--- src/rtl/morse_pkg.sv ---
// Shared symbol codes, widths and sequencer state encoding for the Morse front-end.
package morse_pkg;

   localparam logic [1:0] SYM_DOT  = 2'b01;
   localparam logic [1:0] SYM_DASH = 2'b11;
   localparam int         CODE_W   = 10;
   localparam int         NUM_W    = 6;

   typedef enum logic [2:0] {
      ST_IDLE,
      ST_PRESS,
      ST_GAP,
      ST_SEND,
      ST_CAPTURE
   } seq_state_t;

endpackage

--- src/rtl/key_sync.sv ---
// Two-flop synchronizer for the raw key level; 2-cycle latency, no flow control.
module key_sync (
   input  logic clk,
   input  logic rst_n,
   input  logic d_i,
   output logic q_o
);

   logic meta_q;
   logic sync_q;

   always_ff @(posedge clk or negedge rst_n) begin
      if (!rst_n) begin
         meta_q <= 1'b0;
         sync_q <= 1'b0;
      end else begin
         meta_q <= d_i;
         sync_q <= meta_q;
      end
   end

   assign q_o = sync_q;

endmodule

--- src/rtl/morse_sequencer.sv ---
// Classifies key presses into dots/dashes, packs a letter code, strobes the decoder and reports the result.
// char_valid follows the final release by GAP_CYCLES+2 edges; key activity during SEND/CAPTURE waits for IDLE.
module morse_sequencer
   import morse_pkg::*;
#(
   parameter int DASH_CYCLES = 4,
   parameter int GAP_CYCLES  = 8,
   parameter int MAX_SYMBOLS = 5,
   parameter int CNT_W       = $clog2(((DASH_CYCLES > GAP_CYCLES) ? DASH_CYCLES : GAP_CYCLES) + 1)
) (
   input  logic              clk,
   input  logic              rst_n,
   input  logic              key_in,
   output logic [CODE_W-1:0] letter_bits,
   output logic              send,
   input  logic [NUM_W-1:0]  letter_num,
   output logic              char_valid,
   output logic [NUM_W-1:0]  char_num,
   output logic              char_err,
   output logic              busy
);

   localparam int                SYM_W    = $clog2(MAX_SYMBOLS + 1);
   localparam logic [CNT_W-1:0]  DASH_LIM = CNT_W'(DASH_CYCLES);
   localparam logic [CNT_W-1:0]  GAP_LIM  = CNT_W'(GAP_CYCLES);
   localparam logic [SYM_W-1:0]  SYM_LIM  = SYM_W'(MAX_SYMBOLS);

   logic key_s;

   seq_state_t        state_q, state_d;
   logic [CNT_W-1:0]  press_cnt_q, press_cnt_d;
   logic [CNT_W-1:0]  gap_cnt_q, gap_cnt_d;
   logic [SYM_W-1:0]  sym_cnt_q, sym_cnt_d;
   logic [CODE_W-1:0] code_q, code_d;
   logic              ovf_q, ovf_d;
   logic              send_q, send_d;
   logic [NUM_W-1:0]  num_hold_q, num_hold_d;
   logic              char_valid_q, char_valid_d;
   logic [NUM_W-1:0]  char_num_q, char_num_d;
   logic              char_err_q, char_err_d;
   logic [1:0]        sym;

   key_sync u_key_sync (
      .clk   (clk),
      .rst_n (rst_n),
      .d_i   (key_in),
      .q_o   (key_s)
   );

   always_comb begin
      state_d      = state_q;
      press_cnt_d  = press_cnt_q;
      gap_cnt_d    = gap_cnt_q;
      sym_cnt_d    = sym_cnt_q;
      code_d       = code_q;
      ovf_d        = ovf_q;
      send_d       = 1'b0;
      num_hold_d   = num_hold_q;
      char_valid_d = 1'b0;
      char_num_d   = char_num_q;
      char_err_d   = char_err_q;
      sym          = SYM_DOT;

      case (state_q)
         ST_IDLE: begin
            if (key_s) begin
               state_d     = ST_PRESS;
               press_cnt_d = CNT_W'(1);
            end
         end
         ST_PRESS: begin
            if (key_s) begin
               if (press_cnt_q < DASH_LIM) press_cnt_d = press_cnt_q + 1'b1;
            end else begin
               sym = (press_cnt_q >= DASH_LIM) ? SYM_DASH : SYM_DOT;
               // Symbols beyond capacity are dropped but poison the letter.
               if (sym_cnt_q < SYM_LIM) begin
                  code_d    = {code_q[CODE_W-3:0], sym};
                  sym_cnt_d = sym_cnt_q + 1'b1;
               end else begin
                  ovf_d = 1'b1;
               end
               state_d   = ST_GAP;
               gap_cnt_d = CNT_W'(1);
            end
         end
         ST_GAP: begin
            if (key_s) begin
               state_d     = ST_PRESS;
               press_cnt_d = CNT_W'(1);
            end else if (gap_cnt_q == GAP_LIM) begin
               state_d = ST_SEND;
               send_d  = 1'b1;
            end else begin
               gap_cnt_d = gap_cnt_q + 1'b1;
            end
         end
         ST_SEND: begin
            // Decoder has had a full cycle since the send edge to settle.
            num_hold_d = letter_num;
            state_d    = ST_CAPTURE;
         end
         ST_CAPTURE: begin
            char_num_d   = ovf_q ? '0 : num_hold_q;
            char_err_d   = ovf_q;
            char_valid_d = 1'b1;
            code_d       = '0;
            sym_cnt_d    = '0;
            ovf_d        = 1'b0;
            state_d      = ST_IDLE;
         end
         default: state_d = ST_IDLE;
      endcase
   end

   always_ff @(posedge clk or negedge rst_n) begin
      if (!rst_n) begin
         state_q      <= ST_IDLE;
         press_cnt_q  <= '0;
         gap_cnt_q    <= '0;
         sym_cnt_q    <= '0;
         code_q       <= '0;
         ovf_q        <= 1'b0;
         send_q       <= 1'b0;
         num_hold_q   <= '0;
         char_valid_q <= 1'b0;
         char_num_q   <= '0;
         char_err_q   <= 1'b0;
      end else begin
         state_q      <= state_d;
         press_cnt_q  <= press_cnt_d;
         gap_cnt_q    <= gap_cnt_d;
         sym_cnt_q    <= sym_cnt_d;
         code_q       <= code_d;
         ovf_q        <= ovf_d;
         send_q       <= send_d;
         num_hold_q   <= num_hold_d;
         char_valid_q <= char_valid_d;
         char_num_q   <= char_num_d;
         char_err_q   <= char_err_d;
      end
   end

   assign letter_bits = code_q;
   assign send        = send_q;
   assign char_valid  = char_valid_q;
   assign char_num    = char_num_q;
   assign char_err    = char_err_q;
   assign busy        = (state_q != ST_IDLE);

endmodule

--- config.mk ---
export PLATFORM = sky130hd
export DESIGN_NAME = morse_sequencer
export DESIGN_NICKNAME = d
export VERILOG_FILES = /design/src/rtl/morse_pkg.sv /design/src/rtl/key_sync.sv /design/src/rtl/morse_sequencer.sv
export SDC_FILE = /design/constraint.sdc
export NUM_CORES = 1
export LEC_CHECK = 0
export CAP_MARGIN = 20
export CORE_MARGIN = 8
export CORE_UTILIZATION = 48
export CTS_BUF_LIST = sky130_fd_sc_hd__clkbuf_4
export CTS_CLUSTER_SIZE = 20
export DETAILED_ROUTE_END_ITERATION = 10
export GPL_ROUTABILITY_DRIVEN = 0
export PLACE_DENSITY = 0.72
export SYNTH_ARGS = -nofsm -noshare
export SYNTH_HDL_FRONTEND = slang
export SYNTH_SLANG_ARGS = --single-unit
export TNS_END_PERCENT = 20
--- constraint.sdc ---
create_clock -name clk -period 4 [get_ports clk]
set_clock_uncertainty 0.15 [all_clocks]
set_input_delay 0.8 -clock clk [delete_from_list [all_inputs] [get_ports clk]]
set_output_delay 0.8 -clock clk [all_outputs]
set_load 0.01 [all_outputs]
==> impl_results.md <==
- Status: completed
- H-tree depth: 2
- Max-cap violations: 0
- Drt pass-1 iters: 4
- Async S/R FF share, synth: 100%
- Die Width: between 70 and 80 um
- Worst Hold Margin: 216 ps
- Avg Inst Size Synth: 11.4 um2
- Non-Filler Instances: 240
- Setup TNS: 0 ps
- Total Wirelength: 3.55 mm
- Area contributors post-synth: dfrtp_1 (56%), nand2_1 (3.6%), nand3b_1 (3.6%)
- Clk sinks: 42
- DR vias: 1342
- Critical path peak fanout: 12
- CP Launch Type: register
- Hold path depth: 0
- Hold buffers post-CTS: 0
- CP max-delay cell: dfrtp_1
- Routed WL per cell: 14.8 um
- Clock transition at path regs: 120 ps
- # IOs: 29
- Final ANT Viol Nets: 0
- Cell area after synthesis: 0.00188 mm2
- Diode count: 0
- Crit-path leading delay family: flip-flops
- Syn nets: between 150 and 200
- Initial drt markers: slightly above 90
- CTS Buffer Depth: 2
- Switching share of power: 33.7%
- Initial antenna violation count: 0
- Sequential share of the synthesized area: 56.0%
- Cells after DPL: around 230
- Final Cell Area: 0.00222 mm2
- Fmax: 366 MHz
- Worst path bufs/invs: 1
- Area taken by multi-input logic gates: 731 um2
- Hold Path Class: reg2reg
- Dominant cell type by area after synthesis: dfrtp_1
- Drt drc: 0
- PortBufs: 28
- Final min period: 2730 ps
- Largest net degree at the start of global routing: 43
- Num CTS Buffers: 5
- Peak VDD IR: 0.000293 V
- Period Utilization, post-route: 68.2%
- Sequential cell area: 0.00105 mm2
- Most numerous cell in the Yosys netlist: dfrtp_1
- Area share of the largest cell type after synthesis: about 56%
- Final hold vios: 0
- RSZ-0062 raised after global routing: false
- Die extent in y: 78.5 um
- DP Area: between 0.002 and 0.0025 mm2
- Post-Place Setup Slack: 1670 ps
- # setup viols final: 0
- Crit. End Element: output port
- Clock Latency Late Sink: 370 ps
- Initial Utilization: 50.5%
- Cells resized by post-CTS repair: 0
- Worst EP required: 3050 ps
- Logic gate share of total power: 34.5%
- Layout cells sized above 1: 12.0%
- Cell count along the critical path: 2
- Post-Syn Instances: 165
- Number of filler cells placed in the layout: 319
- # rows: 22
- Total GRT Usage: 12.4%
- Most used DFF post-synth: dfrtp_1
- Top cells by count, synth: dfrtp_1 (42), nand2_1 (18), a21oi_1 (13), nand3_1 (11), nand3b_1 (9)
- Die Area: 0.00616 mm2
- GRT Residual Overflow: 0
- CP max stage delay: 530 ps
- Setup WS post-layout: 1270 ps
- Nets: 204
- PwrDens: 680 mW/mm2
- R2R depth: 3
- Crit-path cells: or3_1 > clkdlybuf4s50_1
- Vias in the first global route: 1306
- P_leak: 0.968 nW
- Crit path DAT: 1780 ps
- Kind of critical path: reg2out
- TritonCTS clock tree: built
- Post-CTS Setup Inserts: 0
- Post-DP HPWL: 2.44 mm
- Clock network power share: a little under a fifth
- Drt via density: ~5.6
- Post-synth cell types: 38
- Placeable Area: 0.00372 mm2
- Yosys warnings: 0
- Power Internal: 1.00 mW
- Area growth from synthesis to layout: 18.5%
- Slew @ Worst Pin: 899 ps
- First-pass GRT wire length: 6.20 mm
- Psw: 0.510 mW
- Seq pwr share: 47.3%
- FF+latch count, synth: 42
- EDFF count, synth: 0
- Root Buffer Master: clkbuf_4
- Slew Limit Fails: 0
- Worst slew margin: 40.0%
metal layers:
metal	GRT usage (%)	share of wire, %	routed length, um
met1	15.2	46	1630
met2	18.5	44	1580
met3	5.81	8.2	290
met4	4.44	1.6	56
met5	0	0	0
final cells by class:
cell class | instances | area share (%)
flip-flops and latches | 42 | 47.3
multi-input cells | 108 | 32.9
repair buffers | 28 | 12.4
well taps | 48 | 2.70
clock inverters | 3 | 2.03
clock buffers | 5 | 1.69
inverters | 6 | 1.01
worst paths after layout:
| kind | startpoint | endpoint | slack, ps |
|---|---|---|---|
| worst min register to register | u_key_sync.meta_q | u_key_sync.q_o | 220 |
| worst max-delay path | state_q[2] | busy | 1270 |
| max in group asynchronous | rst_n | press_cnt_q[2] | 2740 |
| worst max register to register | state_q[1] | letter_bits[1] | 1960 |
| worst min-delay path | u_key_sync.meta_q | u_key_sync.q_o | 220 |
| min in group asynchronous | rst_n | gap_cnt_q[0] | 400 |
state kept, by name, indices dropped and copies added, names as in the netlist, 3 cells and up:
register	count
state_q	3
num_hold_q	6
sym_cnt_q	3
press_cnt_q	4
char_num	6
gap_cnt_q	4
letter_bits	10
power groups by stage:
stage	registers, mW	clock network, mW	logic [mW]
2_1_floorplan	0.719	0	0.281
3_3_place_gp	0.711	0	0.509
3_5_place_dp	0.722	0	0.530
4_1_cts	0.713	0.284	0.531
5_1_grt	0.739	0.297	0.584
6_report	0.716	0.275	0.521
cell usage in the layout (no fill, tap or decap), drive strengths merged, types with 3 or more instances in the layout:
cell type      count
a211oi             4
clkbuf             5
nand3             11
nand3b             9
o31ai              3
nand2             18
a21oi             13
clkdlybuf4s50     27
nor2               7
ha                 4
o21ai             10
mux2               6
mux2i              3
inv                5
dfrtp             42
through the flow:
stage / util, % / power (mW)
floorplan: - / 1.00
global route: 59.8 / 1.62
CTS: 59.8 / 1.53
global placement: 57.6 / 1.22
finish: 59.8 / 1.51
detailed placement: 57.6 / 1.25
cell families after synthesis:
kind of cell | share of synthesized area (%)
buffers and inverters | 5.00
adders and majority gates | 2.67
AOI/OAI and AO/OA | 12.4
xor gates and xnor gates | 0.467
and+or+nand+nor | 18.2
muxes | 5.20
DFF | 56.0
Power figures use the tool's default switching activity.
